$ cat src/rtl/emu_ctrl_pkg.sv
// Shared types for the emulation control sequencer: command opcodes,
// sequencer states and the packed queue-entry helper.
`ifndef TIME_WIDTH
`define TIME_WIDTH 16
`endif
`ifndef DEC_WIDTH
`define DEC_WIDTH 8
`endif

package emu_ctrl_pkg;

  localparam int TW = `TIME_WIDTH;
  localparam int CW = `TIME_WIDTH + 2;

  typedef enum logic [1:0] {
    OP_FREE     = 2'b00,
    OP_STALL    = 2'b01,
    OP_RUN_TO   = 2'b10,
    OP_FIXED_DT = 2'b11
  } cmd_op_e;

  typedef enum logic [1:0] {
    ST_IDLE = 2'b00,
    ST_HOLD = 2'b01,
    ST_WAIT = 2'b10
  } seq_state_e;

  // Queue entries carry the opcode in the top two bits.
  function automatic logic [CW-1:0] pack_cmd(input logic [1:0] op, input logic [TW-1:0] data);
    return {op, data};
  endfunction

endpackage

$ cat src/rtl/emu_ctrl_if.sv
// Host command handshake: the host is master, the sequencer is slave.
interface emu_ctrl_if;
  logic                   cmd_valid;
  logic [1:0]             cmd_op;
  logic [`TIME_WIDTH-1:0] cmd_data;
  logic                   cmd_ready;

  modport master (output cmd_valid, output cmd_op, output cmd_data, input cmd_ready);
  modport slave  (input cmd_valid, input cmd_op, input cmd_data, output cmd_ready);
endinterface

$ cat src/rtl/emu_ctrl_fifo.sv
// Registered command queue with flush; full refuses pushes, empty refuses pops.
module emu_ctrl_fifo #(
  parameter int DEPTH = 4,
  parameter int W     = 18
) (
  input  logic                     i_clk,
  input  logic                     i_rst_n,
  input  logic                     i_flush,
  input  logic                     i_push,
  input  logic                     i_pop,
  input  logic [W-1:0]             i_wdata,
  output logic [W-1:0]             o_rdata,
  output logic                     o_full,
  output logic                     o_empty,
  output logic [$clog2(DEPTH):0]   o_level
);
  localparam int AW = $clog2(DEPTH);

  logic [W-1:0]  r_mem [DEPTH];
  logic [AW-1:0] r_wptr;
  logic [AW-1:0] r_rptr;
  logic [AW:0]   r_count;
  logic          w_do_push;
  logic          w_do_pop;

  assign o_full    = (r_count == (AW+1)'(DEPTH));
  assign o_empty   = (r_count == (AW+1)'(0));
  assign o_level   = r_count;
  assign o_rdata   = r_mem[r_rptr];
  assign w_do_push = i_push && !o_full;
  assign w_do_pop  = i_pop && !o_empty;

  always_ff @(posedge i_clk) begin
    if (w_do_push && !i_flush) begin
      r_mem[r_wptr] <= i_wdata;
    end
  end

  // Power-of-two depth lets the pointers wrap by natural overflow.
  always_ff @(posedge i_clk or negedge i_rst_n) begin
    if (!i_rst_n) begin
      r_wptr  <= AW'(0);
      r_rptr  <= AW'(0);
      r_count <= (AW+1)'(0);
    end else if (i_flush) begin
      r_wptr  <= AW'(0);
      r_rptr  <= AW'(0);
      r_count <= (AW+1)'(0);
    end else begin
      if (w_do_push) begin
        r_wptr <= r_wptr + AW'(1);
      end
      if (w_do_pop) begin
        r_rptr <= r_rptr + AW'(1);
      end
      case ({w_do_push, w_do_pop})
        2'b10:   r_count <= r_count + (AW+1)'(1);
        2'b01:   r_count <= r_count - (AW+1)'(1);
        default: r_count <= r_count;
      endcase
    end
  end
endmodule

$ cat src/rtl/emu_ctrl_seq.sv
// Emulation control sequencer: queues host commands and drives the downstream
// control stage, waiting on emulation time for RUN_TO targets.
module emu_ctrl_seq
  import emu_ctrl_pkg::*;
#(
  parameter int FIFO_DEPTH = 4
) (
  input  logic                            emu_clk,
  input  logic                            emu_rst_n,
  emu_ctrl_if.slave                       cmd,
  input  logic                            seq_abort,
  input  logic [`DEC_WIDTH-1:0]           dec_thr_in,
  input  logic                            dec_thr_we,
  input  logic [`TIME_WIDTH-1:0]          emu_time,
  output logic [1:0]                      emu_ctrl_mode,
  output logic [`TIME_WIDTH-1:0]          emu_ctrl_data,
  output logic [`DEC_WIDTH-1:0]           emu_dec_thr,
  output logic                            cmd_done,
  output logic                            seq_waiting,
  output logic [$clog2(FIFO_DEPTH):0]     fifo_level
);
  seq_state_e           r_state;
  cmd_op_e              r_mode;
  logic [TW-1:0]        r_data;
  logic [`DEC_WIDTH-1:0] r_dec_thr;
  logic                 r_done;
  logic                 r_waiting;

  logic                 w_full;
  logic                 w_empty;
  logic                 w_push;
  logic                 w_pop;
  logic [CW-1:0]        w_head;
  cmd_op_e              w_head_op;
  logic [TW-1:0]        w_head_data;

  assign cmd.cmd_ready = !w_full && !seq_abort;
  assign w_push        = cmd.cmd_valid && !w_full && !seq_abort;
  assign w_pop         = (r_state != ST_WAIT) && !w_empty && !seq_abort;
  assign w_head_op     = cmd_op_e'(w_head[CW-1 -: 2]);
  assign w_head_data   = w_head[TW-1:0];

  emu_ctrl_fifo #(
    .DEPTH (FIFO_DEPTH),
    .W     (CW)
  ) u_fifo (
    .i_clk   (emu_clk),
    .i_rst_n (emu_rst_n),
    .i_flush (seq_abort),
    .i_push  (w_push),
    .i_pop   (w_pop),
    .i_wdata (pack_cmd(cmd.cmd_op, cmd.cmd_data)),
    .o_rdata (w_head),
    .o_full  (w_full),
    .o_empty (w_empty),
    .o_level (fifo_level)
  );

  // Sequencer: abort beats everything; only IDLE/HOLD may pop the queue head.
  always_ff @(posedge emu_clk or negedge emu_rst_n) begin
    if (!emu_rst_n) begin
      r_state   <= ST_IDLE;
      r_mode    <= OP_STALL;
      r_data    <= TW'(0);
      r_done    <= 1'b0;
      r_waiting <= 1'b0;
    end else if (seq_abort) begin
      r_state   <= ST_IDLE;
      r_mode    <= OP_STALL;
      r_data    <= TW'(0);
      r_done    <= 1'b0;
      r_waiting <= 1'b0;
    end else begin
      r_done <= 1'b0;
      case (r_state)
        ST_IDLE, ST_HOLD: begin
          if (!w_empty) begin
            r_mode <= w_head_op;
            r_data <= w_head_data;
            if (w_head_op == OP_RUN_TO) begin
              r_state   <= ST_WAIT;
              r_waiting <= 1'b1;
            end else begin
              r_state <= ST_HOLD;
              r_done  <= 1'b1;
            end
          end
        end
        ST_WAIT: begin
          if (emu_time >= r_data) begin
            r_mode    <= OP_STALL;
            r_state   <= ST_IDLE;
            r_waiting <= 1'b0;
            r_done    <= 1'b1;
          end
        end
        default: begin
          r_state   <= ST_IDLE;
          r_waiting <= 1'b0;
        end
      endcase
    end
  end

  // Decimation threshold is loaded independently of the sequencer state.
  always_ff @(posedge emu_clk or negedge emu_rst_n) begin
    if (!emu_rst_n) begin
      r_dec_thr <= `DEC_WIDTH'(0);
    end else if (dec_thr_we) begin
      r_dec_thr <= dec_thr_in;
    end
  end

  assign emu_ctrl_mode = r_mode;
  assign emu_ctrl_data = r_data;
  assign emu_dec_thr   = r_dec_thr;
  assign cmd_done      = r_done;
  assign seq_waiting   = r_waiting;
endmodule

$ cat src/flat_wrapper.sv
// flat-port wrapper written by rule: the top's interface ports become plain ports
module emu_ctrl_seq_flat import emu_ctrl_pkg::*;
#(
  parameter int FIFO_DEPTH = 4
)
  (emu_clk, emu_rst_n, seq_abort, dec_thr_in, dec_thr_we, emu_time, emu_ctrl_mode, emu_ctrl_data, emu_dec_thr, cmd_done, seq_waiting, fifo_level, cmd_cmd_valid, cmd_cmd_op, cmd_cmd_data, cmd_cmd_ready);
  emu_ctrl_if cmd_i ();
  input  logic emu_clk;
  input  logic emu_rst_n;
  input  logic seq_abort;
  input  logic [`DEC_WIDTH-1:0] dec_thr_in;
  input  logic dec_thr_we;
  input  logic [`TIME_WIDTH-1:0] emu_time;
  output logic [1:0] emu_ctrl_mode;
  output logic [`TIME_WIDTH-1:0] emu_ctrl_data;
  output logic [`DEC_WIDTH-1:0] emu_dec_thr;
  output logic cmd_done;
  output logic seq_waiting;
  output logic [$clog2(FIFO_DEPTH):0] fifo_level;
  input wire logic [$bits(cmd_i.cmd_valid)-1:0] cmd_cmd_valid;
  input wire logic [$bits(cmd_i.cmd_op)-1:0] cmd_cmd_op;
  input wire logic [$bits(cmd_i.cmd_data)-1:0] cmd_cmd_data;
  output wire logic [$bits(cmd_i.cmd_ready)-1:0] cmd_cmd_ready;
  assign cmd_i.cmd_valid = cmd_cmd_valid;
  assign cmd_i.cmd_op = cmd_cmd_op;
  assign cmd_i.cmd_data = cmd_cmd_data;
  assign cmd_cmd_ready = cmd_i.cmd_ready;
  emu_ctrl_seq #(.FIFO_DEPTH(FIFO_DEPTH)) u_core (.emu_clk(emu_clk), .emu_rst_n(emu_rst_n), .cmd(cmd_i), .seq_abort(seq_abort), .dec_thr_in(dec_thr_in), .dec_thr_we(dec_thr_we), .emu_time(emu_time), .emu_ctrl_mode(emu_ctrl_mode), .emu_ctrl_data(emu_ctrl_data), .emu_dec_thr(emu_dec_thr), .cmd_done(cmd_done), .seq_waiting(seq_waiting), .fifo_level(fifo_level));
endmodule
$ cat config.mk
export PLATFORM = sky130hd
export DESIGN_NAME = emu_ctrl_seq_flat
export DESIGN_NICKNAME = d
export VERILOG_FILES = /design/src/rtl/emu_ctrl_pkg.sv /design/src/rtl/emu_ctrl_if.sv /design/src/rtl/emu_ctrl_fifo.sv /design/src/rtl/emu_ctrl_seq.sv /design/src/flat_wrapper.sv
export SDC_FILE = /design/constraint.sdc
export NUM_CORES = 1
export LEC_CHECK = 0
export CAP_MARGIN = 20
export CORE_ASPECT_RATIO = 0.7
export CORE_MARGIN = 3
export CORE_UTILIZATION = 35
export CTS_CLUSTER_DIAMETER = 40
export CTS_CLUSTER_SIZE = 10
export DETAILED_ROUTE_END_ITERATION = 6
export PLACE_DENSITY_LB_ADDON = 0.3
export REMOVE_ABC_BUFFERS = 1
export SYNTH_ARGS = -nofsm -noshare
export SYNTH_HDL_FRONTEND = slang
export SYNTH_SLANG_ARGS = --single-unit
export TNS_END_PERCENT = 1
$ cat constraint.sdc
create_clock -name emu_clk -period 3.9 [get_ports emu_clk]
set_input_delay 0.78 -clock emu_clk [delete_from_list [all_inputs] [get_ports emu_clk]]
set_output_delay 0.78 -clock emu_clk [all_outputs]
set_load 0.03 [all_outputs]
==> results.json, run 1 <==
{
  "instances_no_fill": 531,
  "synth.distinct_cells": 42,
  "clock_path_buffers": 2,
  "cp.arrival_ns": 2.10,
  "cts_inserted_buffers": 9,
  "ys_seq_area_frac": 0.670,
  "hp-class": "reg2reg",
  "synth.top_cell.area_share": 0.469,
  "wl_per_cell_um": 17.8,
  "clock_skew_ns": 0.0109,
  "synth.largest_area_cell": "edfxtp_1",
  "utilization": 0.465,
  "vias_per_cell": 4.95,
  "cts-htree-levels": 3,
  "critPathLaunchType": "primary input",
  "layout-drive-gt1-share": 0.163,
  "clk_transition_reported_paths_ns": 0.06,
  "postCtsSetupBuffers": 0,
  "seqCellArea_sq_um": 3090,
  "drtIter0Drc": 145,
  "yosysWarnings": 0,
  "status": "finished clean",
  "fp.dieW_um": 143,
  "coreArea_sq_um": 12600,
  "setup_viol_count_final": 0,
  "syn_inst": 276,
  "period_share": 0.739,
  "avgSynthCellArea_sq_um": 16.7,
  "layout-area-overhead-vs-synth_pct": 27.5,
  "route.detailed.drc": 0,
  "overflow": 0,
  "hold_buffers": 0,
  "drv_cap": 0,
  "rsz0062_at_grt": "no",
  "fmax_ghz": 0.347,
  "hold_viol": 0,
  "synth_area_sq_um": 4610,
  "worstPathMaxFanout": 3,
  "grt_pass1_vias": 2718,
  "top_usage_layer": "met2",
  "cp.required_ns": 3.12,
  "synthTopCellsByArea": "edfxtp_1 (47%), dfrtp_1 (20%), mux4_2 (8.8%), ha_1 (5.4%), a22o_1 (3.0%)",
  "final_cell_area_sq_um": 5880,
  "antenna_found_initial": 0,
  "hpwl_um": 6690,
  "placed_area_sq_um": 5600,
  "setup_tns_ns": 0,
  "io_buffers": 78,
  "start_util": 0.365,
  "antenna_cells_inserted": 0,
  "fp-row-count": 34,
  "fin_nets": 432,
  "vias": 2631,
  "leakage_uw": 0.00214,
  "grtUsageMet3": 0.0370,
  "cts-root-buf": "clkbuf_16",
  "totalWireLength_um": 9430,
  "power.density_nw_per_um2": 660,
  "ir_drop_v": 0.000226,
  "cts-resized-gates": 0,
  "ys_ff_latch": 109,
  "crit_path_end_kind": "output port",
  "fillCellCount": 1069,
  "grtUsageMet1": 0.190,
  "cts_sinks": 109,
  "die_h_um": 102,
  "grt.total_usage": 0.133,
  "io_pins": 79,
  "grt_max_degree": 38,
  "multi_input_area_sq_um": 1400,
  "relSlewSlack": 0.444,
  "gp_congestion": 0.771,
  "place_inst": 515,
  "drv_slew": 0,
  "firstDrtPassIters": 4,
  "clock_latency_ns": 0.34,
  "tightest_slew_ns": 0.834,
  "crit_type": "in2out",
  "cts_tree": "done",
  "dieArea_sq_um": 14600,
  "grt_pass1_wl_um": 14600,
  "met2_usage": 0.207,
  "fin_crit_ns": 2.88,
  "postRouteAntennaNets": 0
}
## worst max-delay path, cell delays in order
cell	delay (ns)
clkdlybuf4s50_1	0.49
a21oi_1	0.15
clkdlybuf4s50_1	0.68
## sequential cells by signal, summed over array words and instances (netlist names)
name	flops
u_core.cmd_done	1
u_core.emu_ctrl_data	16
u_core.emu_ctrl_mode	2
u_core.emu_dec_thr	8
u_core.r_state	2
u_core.seq_waiting	1
u_core.u_fifo.o_level	3
u_core.u_fifo.r_mem	72
u_core.u_fifo.r_rptr	2
u_core.u_fifo.r_wptr	2
## routing by layer
metal | wire [um] | part of all wire
met5 | 0 | 0
met4 | 92 | 0.0098
met3 | 689 | 0.073
met2 | 4250 | 0.45
met1 | 4400 | 0.47
## per-stage QoR
stage               hold slack [ns]  power (uW)  worst slack, ns
CTS                           0.510        3940            0.996
detailed placement            0.496        3090            0.976
finish                        0.510        3880             1.02
global route                  0.519        4130            0.976
floorplan                     0.484        2510             1.49
global placement              0.489        3070             1.02
## worst paths after layout
check                      depth (start not counted)                        to  slack, ns                      from
hold / removal                                     1     u_core.emu_dec_thr[7]       0.51     u_core.emu_dec_thr[7]
min in group asynchronous                          1   u_core.u_fifo.r_wptr[0]       0.54                 emu_rst_n
setup reg to reg                                   9  u_core.u_fifo.o_level[2]       1.58  u_core.u_fifo.o_level[0]
max in group asynchronous                          1  u_core.emu_ctrl_data[11]       2.83                 emu_rst_n
setup / recovery                                   3             cmd_cmd_ready       1.02                 seq_abort
hold reg to reg                                    1     u_core.emu_dec_thr[7]       0.51     u_core.emu_dec_thr[7]
## Yosys cell counts
library cell  instances
a2111o_1              1
a211oi_1              1
a211oi_4              1
a21oi_1               8
a21oi_2               1
a22o_1               16
a22oi_1               1
a2bb2oi_1             1
and2_1                4
buf_1                 1
buf_2                 4
buf_4                 2
clkbuf_1              2
dfrtp_1              36
dfstp_2               1
edfxtp_1             72
fa_1                  1
ha_1                 20
inv_1                20
mux2_2               10
mux2i_1               2
mux4_2               18
nand2_1               8
nand2b_1              2
nand3_1               1
nand4_1               2
nor2_1               12
nor2_2                3
nor2b_1               3
nor3_1                2
nor3_4                1
nor4_1                3
o2111ai_1             1
o21a_1                2
o21ai_0               1
o22a_1                3
o22ai_1               1
o31ai_1               2
or2_2                 1
xnor2_1               1
xnor2_2               1
xor2_1                3
## power by group
group          switching, uW  internal (uW)  total [uW]  leakage, uW
Sequential               164           1430        1590      0.00113
Combinational            779            670        1450     0.000885
Clock                    397            441         839     0.000128
Total                   1340           2540        3880      0.00214
## cell families (layout without fill, tap and decap cells)
group / after synthesis / after routing / share of synthesized area
flops: 109 / 109 / 0.670
simple gates: 42 / 42 / 0.0475
compound gates: 40 / 40 / 0.0695
mux: 30 / 30 / 0.117
buf+inv: 29 / 122 / 0.0263
fa+ha+maj: 21 / 21 / 0.0586
xor+xnor: 5 / 5 / 0.0111
## area by class of cell
class                   instances  area share
inverters                      20      0.0128
multi-input cells             138       0.238
well taps                     162      0.0345
clock buffers                  11      0.0396
repair buffers                 86       0.142
clock inverters                 5     0.00745
flip-flops and latches        109       0.526
## cells in the final DEF, fill, tap and decap left out, types with 2 or more instances in the layout
cell and n:
a21oi_1 8, a22o_1 16, and2_1 4, buf_4 8
clkbuf_1 2, clkbuf_16 9, clkdlybuf4s50_1 77, clkinvlp_4 2
dfrtp_1 36, edfxtp_1 72, ha_1 20, inv_1 20
mux2_2 10, mux2i_1 2, mux4_2 18, nand2_1 8
nand2b_1 2, nand4_1 2, nor2_1 12, nor2_2 3
nor2b_1 3, nor3_1 2, nor4_1 3, o21a_1 2
o22a_1 3, o31ai_1 2, xor2_1 3
(Power assumes the default switching activity.)
==> run 2, diff against run 1 <==
clock period = 2.7 ns   (was 3.9 ns; I/O delays follow)
==> run 2 against run 1 <==
Die area did not move. Largest cell class unchanged. Sequential power up 46%. Critical endpoint is now u_core.seq_waiting. Cell count is 0.75% higher.
==> results.json, run 2 (synthesized netlist as in run 1, its figures left out) <==
{
  "power.density_nw_per_um2": 969,
  "dieArea_sq_um": 14600,
  "largest_reg_flops": 72,
  "fmax_ghz": 0.452,
  "crit_family": "compound AO/OA/AOI/OAI gates",
  "cts_tree": "done",
  "postRouteAntennaNets": 0,
  "fin_crit_ns": 2.21,
  "hpwl_um": 6820,
  "vias": 2614,
  "critical_path_buf_inv_count": 2,
  "cp.required_ns": 2.93,
  "clk_transition_reported_paths_ns": 0.07,
  "cts_inserted_buffers": 9,
  "crit_path_end_kind": "flop",
  "hp-class": "in2async",
  "die_h_um": 102,
  "fp-row-count": 34,
  "start_util": 0.365,
  "seqCellArea_sq_um": 3090,
  "clock_skew_ns": 0.00538,
  "clock_latency_ns": 0.34,
  "critPathLaunchType": "primary input",
  "crit_type": "in2reg",
  "setup_tns_ns": 0,
  "fin_nets": 436,
  "relSlewSlack": 0.435,
  "status": "finished clean",
  "coreArea_sq_um": 12600,
  "postCtsSetupBuffers": 0,
  "top_register": "u_core.u_fifo.r_mem",
  "layout-drive-gt1-share": 0.174,
  "drv_cap": 0,
  "ir_drop_v": 0.000365,
  "grt_max_degree": 38,
  "cp.arrival_ns": 2.44,
  "setup_viol_count_final": 0,
  "tightest_slew_ns": 0.847,
  "fp.dieW_um": 143,
  "firstDrtPassIters": 4,
  "grt.total_usage": 0.140,
  "layout_commonest_cell": "clkdlybuf4s50_1",
  "antenna_cells_inserted": 0,
  "critPathSlowestCell": "clkdlybuf4s50_1",
  "drtIter0Drc": 199,
  "multi_input_area_sq_um": 1400,
  "cts-root-buf": "clkbuf_16",
  "final_cell_area_sq_um": 5930,
  "holdWs_ns": 0.302,
  "antenna_found_initial": 1,
  "drv_slew": 0,
  "critical_path_depth": 9,
  "io_buffers": 78,
  "max_stage_delay_ns": 0.45,
  "rsz0062_at_grt": "no",
  "layout-area-overhead-vs-synth_pct": 28.6,
  "worstPathMaxFanout": 5,
  "r2r_cells": 8,
  "wl_per_cell_um": 17.8,
  "io_pins": 79,
  "cts-resized-gates": 0,
  "layout_common_cells": "clkdlybuf4s50_1 (76), edfxtp_1 (72), dfrtp_1 (36)",
  "period_share": 0.819,
  "crit_chain": "clkdlybuf4s50_1, inv_1, ha_1, nand2b_1, a2111o_1, o2111ai_1, nand4_1, a21oi_1, a21oi_1",
  "crit_top_cell": "a21oi_1",
  "grt_pass1_wl_um": 15200,
  "overflow": 0,
  "grt_pass1_vias": 2737,
  "hold_viol": 0,
  "fillCellCount": 1073,
  "leakage_uw": 0.00218,
  "cts_sinks": 109,
  "placed_area_sq_um": 5630,
  "route.detailed.drc": 0,
  "hold_buffers": 0,
  "clock_path_buffers": 2,
  "gp_congestion": 0.763,
  "totalWireLength_um": 9540,
  "vias_per_cell": 4.89,
  "cts-htree-levels": 3
}
-- run 2: changes by cell type in the layout (fill, tap and decap cells not counted) --
cell and delta:
clkdlybuf4s50_1 -1, buf_4 +5, clkinv_1 +2, clkinv_4 -1, bufinv_16 +1, clkbuf_1 -2
-- run 2: power by group --
part | total (uW) | internal, uW | switching, uW
sequential | 2320 | 2070 | 255
clock | 1300 | 722 | 578
combinational | 2120 | 1000 | 1120
total | 5740 | 3790 | 1950
-- run 2: area by class of cell --
cell class / instances / share of cell area
well taps: 162 / 0.0342
clock buffers: 9 / 0.0380
repair buffers: 90 / 0.146
clock inverters: 7 / 0.0122
flip-flops and latches: 109 / 0.521
inverters: 20 / 0.0127
multi-input cells: 138 / 0.236
-- run 2: final timing paths --
| kind | startpoint | end | slack (ns) |
|---|---|---|---|
| max | emu_time[0] | u_core.seq_waiting | 0.49 |
| min | emu_rst_n | u_core.seq_waiting | 0.30 |
| max reg2reg | u_core.u_fifo.o_level[0] | u_core.u_fifo.o_level[2] | 0.53 |
| min reg2reg | u_core.emu_dec_thr[1] | u_core.emu_dec_thr[1] | 0.51 |
| max in group asynchronous | emu_rst_n | u_core.emu_ctrl_data[6] | 1.87 |
| min in group emu_clk | u_core.emu_dec_thr[1] | u_core.emu_dec_thr[1] | 0.51 |
-- run 2: through the flow --
stage	power, uW	setup WS (ns)	utilization	cells
after floorplan	3630	0.285	-	267
after global placement	4470	0.189	0.446	519
after detailed placement	4510	0.156	0.446	519
after CTS	5820	0.506	0.469	535
after global routing	6110	0.312	0.469	535
final	5740	0.488	0.469	535
-- run 2: worst register-to-register path, delay by kind of cell (launching register included) --
family          cells  cell delay [ns]
fa+ha+maj           1             0.42
flops               1             0.53
compound gates      2             0.33
xor+xnor            1             0.15
simple gates        4             0.69
-- run 2: routing by layer --
metal  share of wire  track usage  wire (um)
met5          0.0021            0         20
met3           0.068       0.0477        647
met2            0.44        0.210       4220
met4          0.0080       0.0307         76
met1            0.48        0.200       4580
==> run 3, diff against run 2 <==
clock period = 1.9 ns   (was 2.7 ns; I/O delays follow)
==> run 3 against run 2 <==
The flow now finishes with violations (setup timing). Setup slack worse by 0.49 ns. First-iteration DRC count decreased by 39%. Non-clock buffer count up 23. Combinational power increased by 62%. Worst hold slack got worse by 0.23 ns. Largest power group is now combinational logic.
==> results.json, run 3 (synthesized netlist as in run 1, its figures left out) <==
{
  "status": "finished with violations",
  "violations": "setup timing",
  "max_stage_delay_ns": 0.46,
  "grt_max_degree": 38,
  "power_uw": 8520,
  "crit_family": "buffers and inverters",
  "fin_nets": 459,
  "critical_path_buf_inv_count": 2,
  "top_register": "u_core.u_fifo.r_mem",
  "grt.total_usage": 0.142,
  "overflow": 0,
  "cts_inserted_buffers": 9,
  "pwr-share-clk": 0.219,
  "switching_power_uw": 2910,
  "crit_type": "in2reg",
  "drtIter0Drc": 122,
  "die_h_um": 102,
  "p_int_uw": 5610,
  "leakage_uw": 0.00236,
  "layout_common_cells": "edfxtp_1 (72), clkdlybuf4s50_1 (68), dfrtp_1 (36)",
  "critical_path_depth": 9,
  "gp_congestion": 0.798,
  "top_usage_layer": "met1",
  "totalWireLength_um": 9950,
  "coreArea_sq_um": 12600,
  "reg2reg_slack_ns": 0.04,
  "fin_crit_ns": 1.90,
  "antenna_found_initial": 0,
  "clock_skew_ns": 0.00405,
  "swShare": 0.341,
  "pwr-share-seq": 0.377,
  "grtUsageMet3": 0.0458,
  "fillCellCount": 1097,
  "hp-class": "in2async",
  "wl_per_cell_um": 17.8,
  "cts_tree": "done",
  "start_util": 0.365,
  "relSlewSlack": 0.563,
  "met2_usage": 0.203,
  "cts-htree-levels": 3,
  "hpwl_um": 7360,
  "holdWs_ns": 0.0752,
  "grtUsageMet1": 0.206,
  "reg2reg_from": "u_core.emu_ctrl_data[0]",
  "firstDrtPassIters": 4,
  "r2r-end": "u_core.seq_waiting",
  "p_comb_frac": 0.404,
  "clk_transition_reported_paths_ns": 0.07,
  "cts_sinks": 109,
  "crit_chain": "clkdlybuf4s50_1, inv_1, a211oi_4, nor4_1, fa_2, nor4_4, a21oi_2, xor2_1, nor2_1",
  "dieArea_sq_um": 14600,
  "layout-area-overhead-vs-synth_pct": 33.8,
  "layout_commonest_cell": "edfxtp_1",
  "vias": 2716,
  "crit_path_end_kind": "flop",
  "postRouteAntennaNets": 0,
  "ir_drop_v": 0.000544,
  "hold_viol": 0,
  "drv_cap": 0,
  "critPathLaunchType": "primary input",
  "clock_path_buffers": 2,
  "route.detailed.drc": 0,
  "cp.required_ns": 2.13,
  "r2r_cells": 7,
  "tightest_slew_ns": 0.655,
  "io_buffers": 78,
  "power.density_nw_per_um2": 1380,
  "fp.dieW_um": 143,
  "layout-drive-gt1-share": 0.242,
  "setup_viol_count_final": 1,
  "cts-root-buf": "clkbuf_16",
  "rsz0062_at_grt": "yes",
  "worstPathMaxFanout": 2,
  "post-route-worst-setup-slack_ns": -0.00153,
  "antenna_cells_inserted": 0,
  "hold_buffers": 0,
  "fmax_ghz": 0.526,
  "grt_pass1_wl_um": 15300,
  "grt_pass1_vias": 2779,
  "cp.arrival_ns": 2.14,
  "seqCellArea_sq_um": 3090,
  "largest_reg_flops": 72,
  "clock_latency_ns": 0.35,
  "drv_slew": 0,
  "fp-row-count": 34,
  "vias_per_cell": 4.87,
  "setup_tns_ns": -0.00153,
  "period_share": 1.00,
  "multi_input_area_sq_um": 1450,
  "io_pins": 79,
  "critPathSlowestCell": "clkdlybuf4s50_1"
}
run 3: changes by cell type in the layout (fill, tap and decap cells not counted), moves of 2 or more:
cell / before / now
buf_12: 0 / 2
buf_4: 13 / 34
clkdlybuf4s50_1: 76 / 68
clkinvlp_4: 2 / 0
dlygate4sd2_1: 0 / 6
dlymetal6s2s_1: 0 / 2
run 3: worst max-delay path by stage:
stage / slack (ns) / from / endpoint
after floorplan: -0.51 / u_core.u_fifo.o_level[0] / u_core.u_fifo.o_level[2]
after global placement: -0.47 / emu_time[0] / u_core.seq_waiting
after detailed placement: -0.48 / emu_time[0] / u_core.seq_waiting
after CTS: -0.02 / emu_time[13] / u_core.seq_waiting
after global routing: -0.09 / cmd_cmd_valid / u_core.u_fifo.o_level[2]
final: -0.002 / cmd_cmd_valid / u_core.u_fifo.o_level[2]
run 3: timing repair:
action | in CTS | in global routing
hold endpoints to repair | 0 | 0
resized for setup | 9 | 8
pin swaps | 4 | 4
setup endpoints to repair | 10 | 25
setup buffers | 0 | 0
run 3: power groups by stage:
| stage | combinational [uW] | sequential (uW) | clock (uW) |
|---|---|---|---|
| global route | 3730 | 3270 | 2000 |
| finish | 3440 | 3210 | 1870 |
| global placement | 3390 | 3250 | 0 |
| CTS | 3440 | 3220 | 1930 |
| floorplan | 1350 | 3820 | 0 |
| detailed placement | 3420 | 3270 | 0 |
run 3: layer usage:
| metal | up-vias | share of wire |
|---|---|---|
| met5 | - | 0 |
| met3 | 11 | 0.069 |
| met1 | 1337 | 0.48 |
| met2 | 83 | 0.44 |
| met4 | 0 | 0.013 |
| li1 | 1285 | - |
run 3: final cells by class:
type                       instances  share of cell area
tap                              162              0.0329
clock inverter                     7              0.0116
sequential                       109               0.501
inverter                          20              0.0122
clock buffer                       9              0.0365
multi-input combinational        138               0.235
timing repair buffer             113               0.172
run 3: metrics by stage:
| step | util | cell area (sq um) | std cells | worst slack, ns |
|---|---|---|---|---|
| 2_1_floorplan | - | 4560 | 267 | -0.515 |
| 3_3_place_gp | 0.461 | 5830 | 542 | -0.471 |
| 3_5_place_dp | 0.461 | 5830 | 542 | -0.477 |
| 4_1_cts | 0.486 | 6140 | 558 | -0.0172 |
| 5_1_grt | 0.488 | 6170 | 558 | -0.0858 |
| 6_report | 0.488 | 6170 | 558 | -0.00153 |
